<file path="src/rtl/fp16_norm_pack.sv">
// Normalise-and-pack stage: turns {sign, biased exp, 12-bit magnitude} into an IEEE half word,
// one left shift per clock. Optional macro ROUND_NEAREST_EN rounds the single right shift to nearest even.
module fp16_norm_pack #(
  parameter int EXP_W = 5,
  parameter int MAN_W = 10
) (
  input  logic                   clk,
  input  logic                   rst,
  input  logic                   in_valid,
  output logic                   in_ready,
  input  logic                   sr,
  input  logic [EXP_W-1:0]       e5,
  input  logic [MAN_W+1:0]       mf,
  output logic                   out_valid,
  input  logic                   out_ready,
  output logic [EXP_W+MAN_W:0]   result,
  output logic                   zero,
  output logic                   overflow,
  output logic                   underflow
);

  localparam int W = 1 + EXP_W + MAN_W;
  localparam logic [EXP_W-1:0] EXP_MAX   = '1;
  localparam logic [EXP_W-1:0] EXP_ONE   = EXP_W'(1);
  localparam logic [EXP_W:0]   EXP_MAX_X = {1'b0, EXP_MAX};

  typedef enum logic [1:0] {IDLE, NORM, DONE} state_t;

  state_t           state_q, state_d;
  logic             sign_q, sign_d;
  logic [EXP_W-1:0] exp_q, exp_d;
  logic [MAN_W+1:0] man_q, man_d;
  logic [W-1:0]     result_d;
  logic             zero_d, overflow_d, underflow_d;

  logic             round_up;
  logic [MAN_W+1:0] rnd_man;
  logic [EXP_W:0]   rnd_exp;
  logic [MAN_W-1:0] rnd_frac;

  // Carry path: one right shift, optionally rounded; a round-up to 2.0 bumps the exponent again.
`ifdef ROUND_NEAREST_EN
  assign round_up = man_q[0] & man_q[1];
`else
  assign round_up = 1'b0;
`endif
  assign rnd_man  = {1'b0, man_q[MAN_W+1:1]} + (MAN_W+2)'(round_up);
  assign rnd_exp  = {1'b0, exp_q} + (EXP_W+1)'(1) + (EXP_W+1)'(rnd_man[MAN_W+1]);
  assign rnd_frac = rnd_man[MAN_W+1] ? '0 : rnd_man[MAN_W-1:0];

  assign in_ready  = (state_q == IDLE) && !rst;
  assign out_valid = (state_q == DONE);

  always_comb begin
    // NOTE: every signal gets a hold default first so no path leaves it unassigned (no latches).
    state_d     = state_q;
    sign_d      = sign_q;
    exp_d       = exp_q;
    man_d       = man_q;
    result_d    = result;
    zero_d      = zero;
    overflow_d  = overflow;
    underflow_d = underflow;

    unique case (state_q)
      IDLE: begin
        if (in_valid && in_ready) begin
          sign_d  = sr;
          exp_d   = (e5 == '0) ? EXP_ONE : e5;
          man_d   = mf;
          state_d = NORM;
        end
      end
      NORM: begin
        state_d     = DONE;
        zero_d      = 1'b0;
        overflow_d  = 1'b0;
        underflow_d = 1'b0;
        if (man_q == '0) begin
          result_d = {sign_q, {(W-1){1'b0}}};
          zero_d   = 1'b1;
        end else if (exp_q == EXP_MAX) begin
          result_d   = {sign_q, EXP_MAX, {MAN_W{1'b0}}};
          overflow_d = 1'b1;
        end else if (man_q[MAN_W+1]) begin
          if (rnd_exp >= EXP_MAX_X) begin
            result_d   = {sign_q, EXP_MAX, {MAN_W{1'b0}}};
            overflow_d = 1'b1;
          end else begin
            result_d = {sign_q, rnd_exp[EXP_W-1:0], rnd_frac};
          end
        end else if (man_q[MAN_W]) begin
          result_d = {sign_q, exp_q, man_q[MAN_W-1:0]};
        end else if (exp_q == EXP_ONE) begin
          // Hidden bit still clear at the minimum exponent: pack as subnormal.
          result_d    = {sign_q, {EXP_W{1'b0}}, man_q[MAN_W-1:0]};
          underflow_d = 1'b1;
        end else begin
          man_d   = man_q << 1;
          exp_d   = exp_q - EXP_ONE;
          state_d = NORM;
        end
      end
      DONE: begin
        if (out_ready) state_d = IDLE;
      end
      default: state_d = IDLE;
    endcase
  end

  // NOTE: state uses non-blocking assignments so every register samples the pre-edge values.
  always_ff @(posedge clk or posedge rst) begin
    if (rst) begin
      // NOTE: all datapath registers are cleared too, so an aborted operation leaves nothing behind.
      state_q   <= IDLE;
      sign_q    <= 1'b0;
      exp_q     <= '0;
      man_q     <= '0;
      result    <= '0;
      zero      <= 1'b0;
      overflow  <= 1'b0;
      underflow <= 1'b0;
    end else begin
      state_q   <= state_d;
      sign_q    <= sign_d;
      exp_q     <= exp_d;
      man_q     <= man_d;
      result    <= result_d;
      zero      <= zero_d;
      overflow  <= overflow_d;
      underflow <= underflow_d;
    end
  end

endmodule

</file>
<file path="config.mk">
export PLATFORM = sky130hd
export DESIGN_NAME = fp16_norm_pack
export DESIGN_NICKNAME = d
export VERILOG_FILES = /design/src/rtl/fp16_norm_pack.sv
export SDC_FILE = /design/constraint.sdc
export NUM_CORES = 1
export LEC_CHECK = 0
export BUFFER_PORTS_ARGS = -buffer_cell sky130_fd_sc_hd__buf_2
export CAP_MARGIN = 10
export CORE_ASPECT_RATIO = 2
export CORE_MARGIN = 1.5
export CORE_UTILIZATION = 30
export CTS_BUF_LIST = sky130_fd_sc_hd__clkbuf_8
export CTS_CLUSTER_SIZE = 12
export DETAILED_ROUTE_END_ITERATION = 16
export HOLD_SLACK_MARGIN = 0.05
export PLACE_DENSITY_LB_ADDON = 0.12
export SYNTH_ARGS = -nofsm -noshare
export SYNTH_HDL_FRONTEND = slang
export SYNTH_SLANG_ARGS = --single-unit
</file>
<file path="constraint.sdc">
create_clock -name clk -period 5.6 [get_ports clk]
set_clock_uncertainty 0.05 [all_clocks]
set_input_delay 1.4 -clock clk [delete_from_list [all_inputs] [get_ports clk]]
set_output_delay 1.4 -clock clk [all_outputs]
set_load 0.03 [all_outputs]
</file>
# After elaboration in Yosys (flattened, before gate mapping)
# Index checks and enable logic that the tools add are counted.
[totals]
wordCells = 77
register_bits = 39
inputBits = 22
output_inout_bits = 21
[op_classes]
order_cmp = 1
muxes = 39
add_sub_neg = 2
eq_ne = 11
n_reduce_logical = 14
[op_table]
columns = ["op", "n"]
rows = [
  ["$mux W16", 5],
  ["$mux W12", 4],
  ["$mux W5", 7],
  ["$pmux W12 S2", 1],
  ["$mux W11", 2],
  ["$mux W15", 1],
  ["$mux W2", 7],
  ["$logic_not A12 Y1", 1],
  ["$mux W1", 10],
  ["$ne A2 B2 Y1 const B", 5],
  ["$pmux W5 S2", 1],
  ["$reduce_and A7 Y1", 1],
  ["$add A5 B1 Y6 const B", 1],
  ["$ge A6 B5 Y1 const B", 1],
  ["$pmux W2 S3", 1],
  ["$reduce_and A2 Y1", 3],
  ["$eq A5 B1 Y1 const B", 1],
  ["$eq A5 B5 Y1 const B", 1],
  ["$logic_not A5 Y1", 1],
  ["$reduce_and A5 Y1", 1],
  ["$reduce_bool A5 Y1", 1],
  ["$sub A5 B1 Y5 const B", 1],
  ["$ne A2 B1 Y1 const B", 2],
  ["$reduce_and A4 Y1", 1],
  ["6 further kinds", 7],
]

# Logic depth before layout (Yosys ltp)
[logic_depth]
depth_word = 7
ltp_mapped = 10
mapped_depth_nobuf = 7

# Worst setup path after synthesis
# No wires, ideal clock.
[synth_timing]
path_kind = "input port to output port"
from = "input port rst"
to = "output port in_ready"
arrival_ns = 2.099
n_path_buf = 0
stages = 1
required_ns = 4.150
slack_ns = 2.051
path_cell_list = "nor3_1"
[synth_via]
elab_chain_cells = 2
[synth_rtl]
columns = ["element", "line", "text"]
rows = [
  ["from (decl)", "8", "input logic rst,"],
  ["$logic_not A1 Y1 (no line)", "-", ""],
  ["$logic_and A1 B1 Y1", "51", "assign in_ready = (state_q == IDLE) && !rst;"],
  ["to (decl)", "10", "output logic in_ready,"],
]
# Every way passes these cells.

# Final worst setup path
[layout_timing]
from = "register exp_q[0]"
to = "register man_q[6]"
[layout_via]
elab_chain_cells = 3
elab_cells_between_ends = 5
classes_between = "eq/ne: 4; reduce/logical: 1"
[layout_rtl]
columns = ["element", "line", "text"]
rows = [
  ["from (decl)", "31", "logic [EXP_W-1:0] exp_q, exp_d;"],
  ["from (signal assigned)", "126", "exp_q <= exp_d;"],
  ["$eq A5 B1 Y1 / $eq A5 B5 Y1 (equally long branches)", "94, 82", ""],
  ["$ne A2 B2 Y1 (no line)", "-", ""],
  ["$reduce_and A7 Y1 (no line) *", "-", ""],
  ["to (signal assigned)", "127", "man_q <= man_d;"],
  ["to (decl)", "32", "logic [MAN_W+1:0] man_q, man_d;"],
]
# Every way passes the cells marked *; elsewhere a longest branch is shown, timed or not.
# A chain may end at the register's enable or synchronous reset.

==> out/results.ini <==
[sta]
setup_violations = 0
final.setup.tns_ns = 0
drv_slew = 0
setup_slack_ns = 2.21
min_period_ns = 3.39
finalHoldViolations = 0
max_slew_margin_pct = 31.3
rsz0062_at_grt = false
hold_slack_ns = 0.436
finalCritPeriodShare_pct = 60.6
fmaxAchievable_mhz = 295
max_slew.worst_pin.slew_ns = 1.02

[finish]
layoutNonFillerInstCount = 373
layout_commonest_cell = buf_2
final_cell_mix = buf_2, dfrtp_1, nand2_1, o21ai_0, mux2_2
layout-drive-gt1-share_pct = 25.4
regArea_um2 = 976
fillCellCount = 842
nets = 305
syn_to_final_growth_pct = 14.0
multi_input_area_mm2 = 0.00124
diodes = 0

[floorplan]
coreArea_mm2 = 0.00760
die-width_um = 65.6
io_pins = 43
dieArea_mm2 = 0.00842
die_y_um = 128
initial_utilization_pct = 31.0
rows = 45

[placed_design]
dp.cells = 365
dp_slack_ns = 2.21
dp_hpwl_mm = 4.89
gp_congestion = 0.824
port_buffers = 42

[clock_network]
cts.path.max_buffers = 2
cts_tree = yes
clock-sinks = 39
cts_hold_buf = 0
clock_latency_ns = 0.31
cts-buffers-inserted = 5
post_cts_buffers = 0
post_cts_resized = 0
cts_root_buffer = clkbuf_8
htree_levels = 2
path_clk_slew_ns = 0.08

[critical_path]
max_stage_delay_ns = 0.79
crit_required_ns = 5.74
critPathLaunchType = flop
critPathKind = reg -> reg
path_cells = ha_1 -> and3_1 -> ha_1 -> or4b_1 -> a2bb2oi_1 -> a211oi_2 -> mux2_2
cp_slowest_cell = a211oi_2
arrival_ns = 3.53
crit_path_end_kind = flop
path_max_fanout = 12
cp_common_cell = ha_1
r2r_slack_ns = 2.21

[route]
routed_wl_mm = 6.65
drc = 0
viasPerCell = 5.40
dr.pass1.iters = 4
ant_nets = 0
first_iter_violations = 129
wire_per_inst_um = 17.8
vias = 2016

[global_routing]
grt_max_degree = 40
antenna_found_initial = 0
track_usage_pct = 17.2
grt_pass1_vias = 2167
overflow = 0
grt_pass1_wl_mm = 10.8

[yosys]
avgSynthCellArea_um2 = 9.57
yosysWarnings = 0
synthArstFlopShare_pct = 100
synthFlopType = dfrtp_1
netlist_area_mm2 = 0.00235
postSynthCellCount = 246
synth_edf_count = 0
synth_cell_type_count = 53
synth_nets = 273
seq_area_frac_synth_pct = 41.4
synth-seq-cells = 39

[power]
ir_drop_uv = 169
p_per_area_mw_per_mm2 = 570
total_power_mw = 1.53
p_leak_nw = 1.20

[hold_path]
hold_class = reg -> reg

[outcome]
status = completed

[flow_run]
cap_viol_max_count = 0

==> worst max-delay path, delay by kind of cell (launching register included) <==
kind	cells	cell delay [ns]
multiplexers	1	0.41
AO/OA/AOI/OAI	2	0.98
AND/OR/NAND/NOR	2	0.71
flip-flops	1	0.49
adder cells (fa/ha/maj)	2	0.63
==> registers in the layout (all words and copies together), names as in the netlist <==
signal     cells
state_q        2
underflow      1
result        16
man_q         12
exp_q          5
sign_q         1
overflow       1
zero           1
==> cell usage after synthesis, types with 5 or more instances <==
master     instances  area, um^2
a211oi_1          10        75.1
a21o_1             5        37.5
a22o_1             8        70.1
buf_6              5        56.3
clkbuf_1          16        60.1
dfrtp_1           39         976
ha_1               5        62.6
mux2_2            12         135
mux2i_1            8        80.1
nand2_1           33         124
nor2_1            11        41.3
nor2b_1            6        37.5
o21ai_0           17        85.1
o2bb2ai_1          5        43.8
==> report_power, final <==
| group | switching (mW) | internal [mW] |
|---|---|---|
| Clock | 0.107 | 0.0853 |
| Sequential | 0.163 | 0.407 |
| Combinational | 0.451 | 0.316 |
==> cell type report <==
type | instances | share of cell area [%]
clock buffer | 5 | 2.56
clock inverter | 3 | 0.606
inverter | 4 | 0.559
multi-input combinational | 181 | 46.3
sequential | 39 | 36.4
tap | 94 | 4.38
timing repair buffer | 47 | 9.23
==> kinds of logic (layout without fill, tap and decap cells) <==
kind of cell	count (synthesis)	count (layout)	share of synthesized area [%]
AO/OA/AOI/OAI	72	72	22.5
XOR/XNOR	1	1	0.372
adder cells (fa/ha/maj)	5	5	2.66
buffers and inverters	26	59	5.79
flip-flops	39	39	41.4
multiplexers	20	20	9.14
AND/OR/NAND/NOR	83	83	18.1
==> routing by layer <==
layer / vias to the layer above / global-route usage (%) / wire length, um
met3: 16 / 3.16 / 176
met2: 41 / 31.0 / 3630
met4: 0 / 9.19 / 251
met5: - / 0 / 0
li1: 977 / - / -
met1: 982 / 18.4 / 2590
==> per-stage QoR <==
step	util, %	area, um^2
6_report	35.3	2680
3_5_place_dp	34.2	2600
5_1_grt	35.3	2680
4_1_cts	35.3	2680
3_3_place_gp	34.2	2600
2_1_floorplan	-	2350
==> final timing paths <==
check	startpoint	endpoint	depth (start not counted)
min	overflow	overflow	2
min reg2reg	overflow	overflow	2
min in group asynchronous	rst	man_q[11]	3
max reg2reg	exp_q[0]	man_q[6]	7
max	exp_q[0]	man_q[6]	7
max in group asynchronous	rst	result[1]	3
Note: power is estimated with default switching activity, not from simulation.
